==> src/rtl/moore_detect_count.sv <==
// ---------------------------------------------------------------------------
// moore_detect_count
//
// This block is a Moore FSM that detects the serial pattern 1011, MSB first,
// with overlap. A prescaler in front of it selects which din_en strobes are
// actually sampled. A 4-bit counter records how many times the pattern has
// been detected.
//
// Parameters
//   SAMPLE_DIV  Number of din_en strobes per FSM sample, range 1..256.
//
// Ports
//   clk        in   Sole clock, rising edge.
//   rst_n      in   Synchronous, active-low reset.
//   din        in   Serial data bit. It is used only on a sample event.
//   din_en     in   din valid strobe. It may be a pulse or held high.
//   clr        in   Synchronous clear of the detection count only.
//   z          out  High while the FSM is in S4 (1011 seen).
//   state_hex  out  State code 0..4, for a 7-segment hex decoder.
//   count_hex  out  Detection count, for a 7-segment hex decoder.
//
// Configuration macro
//   MOORE_COUNT_SAT_EN  When this macro is defined, count_hex saturates at 15.
//                       When it is undefined, count_hex wraps from 15 to 0.
// ---------------------------------------------------------------------------
module moore_detect_count #(
    parameter int SAMPLE_DIV = 1
) (
    input  logic       clk,
    input  logic       rst_n,
    input  logic       din,
    input  logic       din_en,
    input  logic       clr,
    output logic       z,
    output logic [3:0] state_hex,
    output logic [3:0] count_hex
);

    localparam int PW = (SAMPLE_DIV > 1) ? $clog2(SAMPLE_DIV) : 1;
    localparam logic [PW-1:0] PRESC_LAST = PW'(SAMPLE_DIV - 1);

    typedef enum logic [2:0] {
        S0 = 3'd0,
        S1 = 3'd1,
        S2 = 3'd2,
        S3 = 3'd3,
        S4 = 3'd4
    } state_t;

    state_t        state;
    state_t        state_nxt;
    logic [PW-1:0] presc;
    logic          sample;
    logic          detect;

    function automatic logic [3:0] count_inc(input logic [3:0] c);
`ifdef MOORE_COUNT_SAT_EN
        count_inc = (c == 4'hF) ? c : c + 4'd1;
`else
        count_inc = c + 4'd1;
`endif
    endfunction

    // The prescaler advances only on din_en. The strobe that finds it at
    // its last value is the sample event.
    assign sample = din_en && (presc == PRESC_LAST);

    always_ff @(posedge clk) begin
        if (!rst_n) begin
            presc <= '0;
        end else if (din_en) begin
            if (sample) begin
                presc <= '0;
            end else begin
                presc <= presc + 1'b1;
            end
        end
    end

    always_comb begin
        state_nxt = state;
        case (state)
            S0: if (sample) state_nxt = din ? S1 : S0;
            S1: if (sample) state_nxt = din ? S1 : S2;
            S2: if (sample) state_nxt = din ? S3 : S0;
            S3: if (sample) state_nxt = din ? S4 : S2;
            S4: if (sample) state_nxt = din ? S1 : S2;
            // An encoding outside S0..S4 is forced back to idle on the next
            // edge, whether or not a sample event occurs.
            default: state_nxt = S0;
        endcase
    end

    // S4 can only be entered from S3, and S4 always leaves on a sample.
    // Because of that, this condition is true exactly once per detection.
    assign detect = sample && (state == S3) && din;

    // state_hex and z are registered from state_nxt and are not decoded
    // from state. This means that an illegal state register value never
    // reaches the outputs.
    always_ff @(posedge clk) begin
        if (!rst_n) begin
            state     <= S0;
            state_hex <= 4'd0;
            z         <= 1'b0;
            count_hex <= 4'd0;
        end else begin
            state     <= state_nxt;
            state_hex <= {1'b0, state_nxt};
            z         <= (state_nxt == S4);
            if (clr) begin
                count_hex <= 4'd0;
            end else if (detect) begin
                count_hex <= count_inc(count_hex);
            end
        end
    end

endmodule

==> config.mk <==
export PLATFORM = sky130hd
export DESIGN_NAME = moore_detect_count
export DESIGN_NICKNAME = d
export VERILOG_FILES = /design/src/rtl/moore_detect_count.sv
export SDC_FILE = /design/constraint.sdc
export NUM_CORES = 1
export LEC_CHECK = 0
export CAP_MARGIN = 15
export CELL_PAD_IN_SITES_DETAIL_PLACEMENT = 1
export CELL_PAD_IN_SITES_GLOBAL_PLACEMENT = 1
export CORE_UTILIZATION = 31
export DETAILED_ROUTE_END_ITERATION = 8
export GPL_TIMING_DRIVEN = 0
export PLACE_DENSITY = 0.71
export SYNTH_ARGS = -nofsm -noshare
export SYNTH_HDL_FRONTEND = slang
export SYNTH_SLANG_ARGS = --single-unit
==> constraint.sdc <==
create_clock -name clk -period 1.5 [get_ports clk]
set_input_delay 0.3 -clock clk [delete_from_list [all_inputs] [get_ports clk]]
set_output_delay 0.3 -clock clk [all_outputs]
set_load 0.02 [all_outputs]
==> metrics.md <==
| Metric | Value |
|---|---|
| Initial antenna violation count | `0` |
| Row count | `13` |
| Setup crit start | `state[1]$_SDFF_PN0_` |
| Combinational power share | `around an eighth` |
| First-pass GRT wire length | `between 1500 and 2000 um` |
| Worst setup path class | `reg -> out` |
| Placer Congestion | `0.753` |
| Worst reg2reg path endpoint | `count_hex[3]$_SDFFE_PP0P_` |
| Met2 Use GR | `around a quarter` |
| Die footprint | `between 1500 and 2000 um^2` |
| Clock sink count | `9` |
| Critical Path Stages | `1` |
| Slowest cell on the critical path | `dfxtp_1` |
| Setup WS post-layout | `97.7 ps` |
| Fin Hold WS | `374 ps` |
| Commonest non-fill, non-tap cells in the layout | `dfxtp_1 (9), a21oi_1 (8), dlygate4sd2_1 (7)` |
| Most Used Layer, Global Route | `met2` |
| Syn Area/Cell | `~9.0 um^2` |
| Post-DRT Antenna Nets | `0` |
| Final Setup Violations | `0` |
| Top cell type's share of synthesized area | `between 30% and 40%` |
| Number of diodes | `0` |
| Sequential Area | `180 um^2` |
| I/O pins | `14` |
| Final Hold Viols | `0` |
| Post-Route Utilization | `a little under half` |
| CTS tree | `done` |
| Sequential share of the synthesized area | `39.5%` |
| Multi-input gate area | `between 200 and 300 um^2` |
| Synth Cell Area | `~460 um^2` |
| Final setup TNS | `0 ps` |
| CP endpoint | `state_hex[1]` |
| #FFs+latches synth | `9` |
| Hpwl dp | `760 um` |
| Max-cap viol count | `0` |
| Via density | `5.13` |
| Switching Fraction | `between 20% and 30%` |
| Core Footprint | `roughly 1300 um^2` |
| Port Buffers | `12` |
| Grt total ovfl | `0` |
| Post-Syn Instances | `slightly above 50` |
| CP bufs+invs | `1` |
| Ratio of final minimum period to clock period | `between 90% and 100%` |
| Netlist cell types | `28` |
| Root Buffer | `clkbuf_4` |
| PwrDens | `roughly 800 nW/um^2` |
| Status | `complete, no violations` |
| CP top delay family | `flip-flops` |
| Area leader, netlist | `dfxtp_1` |
| WL final | `slightly above 1000 um` |
| Dpl ws | `-299 ps` |
| Ys Warns | `0` |
| DIE HEIGHT | `roughly 40 um` |
| Hold Path Class | `in -> reg` |
| Reg2Reg Depth | `3` |
| Cell leakage power | `slightly above 0.0003 uW` |
| Top cells by area, synth | `dfxtp_1 (39%), a21oi_1 (8.8%), nand3_1 (3.3%)` |
| Part of the power in registers | `between 50% and 60%` |
| Vias | `approximately 420` |
| CTS Buffer Depth | `2` |
| Peak Freq | `between 0.7 and 0.8 GHz` |
| Minimum clock period | `between 1000 and 1500 ps` |
| Number of CTS-inserted buffers | `3` |
| Clock latency on the worst-skew pair | `between 200 and 300 ps` |
| CP peak stage delay | `between 400 and 500 ps` |
| Vias in the first global route | `~380` |
| Fillcell total | `about 180` |
| Internal | `between 300 and 400 uW` |
| Net Count, Synth | `57` |
| Slew Limit Fails | `0` |
| DR pass1 iterations | `3` |
| Worst setup SP type | `flip-flop` |
| Met3 Track Usage GR | `between 10% and 20%` |
| Unrepaired setup endpoints after global routing | `false` |
| Crit path DAT | `between 1000 and 1500 ps` |
| Critical Path, Cell by Cell | `dlygate4sd2_1` |
| Initial Util | `about a third` |
| NumNets Final | `74` |
| Clk slew on worst S/H paths | `roughly 60 ps` |
| Switching pwr | `roughly 120 uW` |
| DRT iter0 DRCs | `5` |
| Clock skew | `about 4.9 ps` |
| Setup slack, reg-to-reg | `roughly 150 ps` |
| Setup Buffers After CTS | `0` |
| Tot Pwr | `496 uW` |
| WL/cell | `~12 um` |
| Critical R2R Launch | `state[0]$_SDFF_PN0_` |
| Share of cells above drive strength 1 | `around an eighth` |
| CTS H-tree lvls | `1` |
| CP endpoint kind | `output port` |
| Critical path data required time | `1200 ps` |
| Largest net degree at the start of global routing | `9` |
| Die X | `between 40 and 50 um` |
| # DRC | `0` |
| Max Fanout on Critical Path | `7` |
| Total Routing Usage GR | `16.6%` |
| Most common cell after layout, fill and taps aside | `dfxtp_1` |
| Clock power frac | `a little under two fifths` |
| Peak VDD IR | `355 uV` |
| Area delta synth->final | `37.8%` |
| GRT met1 Usage | `approximately a fifth` |
## Yosys cell counts, drive strengths merged
cell type,instances
nor2,1
or3,1
or4,2
inv,2
conb,1
nand2b,2
or2b,1
and4b,1
a211oi,1
a21oi,8
nor2b,2
o21ai,3
nand4b,1
nor3b,2
or3b,1
a211o,1
mux2i,1
ha,1
nand3,3
clkinv,1
and2b,1
dfxtp,9
o31ai,2
nand2,1
buf,1
o211ai,1
## worst min-delay path by stage
stage | from | end | depth (start not counted)
detailed placement | count_hex[2]$_SDFFE_PP0P_ | count_hex[2]$_SDFFE_PP0P_ | 2
floorplan | din_en | presc$_SDFFE_PN0P_ | 1
global route | din_en | presc$_SDFFE_PN0P_ | 2
finish | din_en | presc$_SDFFE_PN0P_ | 2
CTS | count_hex[3]$_SDFFE_PP0P_ | count_hex[3]$_SDFFE_PP0P_ | 2
global placement | count_hex[3]$_SDFFE_PP0P_ | count_hex[3]$_SDFFE_PP0P_ | 2
## routing by layer
metal  up-vias  routed length, um
li1        222                  -
met1       188                496
met2         9                475
met3         2                 40
met4         0                  9
met5         -                  0
## sequential cells by signal, indices dropped and copies added, names as in the netlist
signal,cells
count_hex,4
presc,1
state,3
z,1
## stage by stage
step / cells / area, um^2
2_1_floorplan: 51 / 457
3_3_place_gp: 78 / 596
3_5_place_dp: 78 / 596
4_1_cts: 82 / 622
5_1_grt: 82 / 629
6_report: 82 / 629
## cell type report
cell class	count	share of cell area, %
buffer	1	1.19
multi-input combinational	38	42.3
timing repair buffer	12	18.9
clock buffer	4	4.17
sequential	9	28.6
inverter	3	1.79
tap	15	2.98
## power groups by stage
stage	logic, uW	registers (uW)	clock network, uW
finish	59.3	249	188
global route	64.9	250	208
CTS	60.2	249	199
global placement	60.6	254	0
floorplan	31.3	256	0
detailed placement	61.0	254	0
## repair_timing
item | in CTS | in global routing
pin swaps | 0 | 0
endpoints found under the setup margin | 8 | 2
gates resized for setup | 8 | 3
hold buffers | 0 | 0
## cells by family (layout without fill, tap and decap cells)
| family | after synthesis | count (layout) | synth area share [%] |
|---|---|---|---|
| muxes | 1 | 1 | 2.19 |
| adders and majority gates | 1 | 1 | 2.74 |
| AOI/OAI and AO/OA | 16 | 16 | 20.5 |
| and+or+nand+nor | 19 | 19 | 30.1 |
| other | 1 | 1 | 0.821 |
| buffers and inverters | 4 | 20 | 4.11 |
| DFF | 9 | 9 | 39.5 |
Power figures use the tool's default switching activity.
==> patch (same settings) <==
Make the reset (`rst_n`) asynchronous in 2 clocked blocks. Comments in the files are not updated.
--- a/src/rtl/moore_detect_count.sv
+++ b/src/rtl/moore_detect_count.sv
@@ -65,7 +65,7 @@
     // its last value is the sample event.
     assign sample = din_en && (presc == PRESC_LAST);
 
-    always_ff @(posedge clk) begin
+    always_ff @(posedge clk or negedge rst_n) begin
         if (!rst_n) begin
             presc <= '0;
         end else if (din_en) begin
@@ -98,7 +98,7 @@
     // state_hex and z are registered from state_nxt and are not decoded
     // from state. This means that an illegal state register value never
     // reaches the outputs.
-    always_ff @(posedge clk) begin
+    always_ff @(posedge clk or negedge rst_n) begin
         if (!rst_n) begin
             state     <= S0;
             state_hex <= 4'd0;
Check against the original RTL: differs if rst_n is asserted again (counterexample within 4 cycles, from zero or initial values and one cycle with rst_n low); with rst_n held inactive, the same outputs for 10 cycles.
==> patch against the unedited design <==
Sequential cell count unchanged; first-iteration DRC count down 60%; cell count down 7.3%; area after synthesis is 4.4% higher; routed wire length rose by 2.3%; core utilization down 1.1 points; design area stayed put; total power increased by 15%; global-route usage increased by 0.62 points; worst setup slack better by 0.0032 ns.
==> patch: results <==
group,metric,value,unit
cells_and_area,multiInputGateArea,225,um^2
synthesis,yosysWarnings,0,
grt,track_usage,17.2,%
cells_and_area,nMultiInputCombCells,32,
sta,final.hold.worst_slack,0.318,ns
critical_path,reg2reg_slack,0.10,ns
synthesis,synth-seq-area-share,47.2,%
grt,first_global_vias,364,
cells_and_area,layout-drive-gt1-share,16.4,%
critical_path,reg2regPathDepth,4,
route,vias_per_cell,5.20,
route,drt_iter0_drc,2,
synthesis,synth_async_sr_flop_share,100,%
placed_design,dpl_worst_slack,-0.313,ns
cells_and_area,design.seq.count,9,
synthesis,synthesis.nets,51,
synthesis,synth_ff_type,"dfrtp_1",
clocking,cts-resized-gates,10,
critical_path,arrival,1.60,ns
grt,wire_length_of_the_first_global_routing_pass,1.71,mm
cells_and_area,utilization,46.1,%
cells_and_area,nonclk_buf_share,20.1,%
cells_and_area,reg_top3,"count_hex: 4 flops, state_hex: 3 flops",
route,drt_wl_total,1.05,mm
hold_path,min-delay-path-class,"in -> async",
cells_and_area,nonClockInverterCount,2,
sta,skew,0.00391,ns
critical_path,r2r_start,"count_hex[0]",
cells_and_area,finalNetCount,68,
placed_design,placement.cell_area,616,um^2
cells_and_area,nFillCells,164,
cells_and_area,final.signal_buffer_count,14,
cells_and_area,seq_area_share,35.8,%
synthesis,cells_taking_the_most_area_after_synthesis,"dfrtp_1, o21ai_0, a21oi_1",
status,run_status,"finished, final reports clean",
synthesis,synth_cell_type_count,20,
placed_design,dp.final_hpwl,772,um
power,power.switching,0.171,mW
placed_design,gp_congestion,0.677,
grt,maximum_number_of_pins_on_one_net_before_global_route_repair,11,
placed_design,placed_instances,72,
clocking,cts.path.max_buffers,2,
cells_and_area,final_cell_count_no_fill,76,
synthesis,synth_cells,45,
power,p_leak,0.304,nW
route,drt_first_pass_iters,4,
critical_path,worstReg2RegEnd,"count_hex[1]",
[patch: cell types whose count changed after synthesis, moves of 2 or more]
cell and change:
a21oi_1 -3, dfrtp_1 +9, o21ai_0 +4, nor3b_1 -2
or3_2 +2, dfxtp_1 -9
[patch: per-layer routing]
| layer | GRT usage, % | vias up | share of wire [%] |
|---|---|---|---|
| met3 | 8.70 | 3 | 5.3 |
| li1 | - | 192 | - |
| met5 | 0 | - | 0 |
| met1 | 21.0 | 190 | 46 |
| met2 | 23.0 | 10 | 47 |
| met4 | 12.1 | 0 | 2.4 |
[patch: kinds of logic after synthesis]
kind of cell             count (synthesis)  synth area share [%]
AO/OA/AOI/OAI                           16                  19.4
buffers and inverters                    4                  5.51
adder cells (fa/ha/maj)                  1                  2.62
other                                    1                 0.787
AND/OR/NAND/NOR                         14                  24.4
flip-flops                               9                  47.2
[patch: power groups by stage]
stage	clock network, mW	logic, mW	registers [mW]
floorplan	0	0.0492	0.284
global placement	0	0.111	0.273
detailed placement	0	0.112	0.273
CTS	0.208	0.103	0.268
global route	0.226	0.113	0.270
finish	0.203	0.101	0.268
[patch: worst max path at each step]
| stage | start | endpoint | slack [ns] | cells past startpoint |
|---|---|---|---|---|
| after global placement | din | count_hex[3] | -0.30 | 4 |
| after floorplan | count_hex[0] | count_hex[1] | 0.06 | 4 |
| final | count_hex[0] | count_hex[1] | 0.10 | 4 |
| after global routing | state_hex[2] | count_hex[0] | 0.04 | 4 |
| after detailed placement | din | count_hex[3] | -0.31 | 4 |
| after CTS | state_hex[2] | count_hex[0] | 0.10 | 4 |
[patch: critical path: stages, from the launching register on]
cell and delay, ns:
dfrtp_1 0.42, ha_1 0.29, inv_1 0.03, or3_2 0.46, a21oi_1 0.12
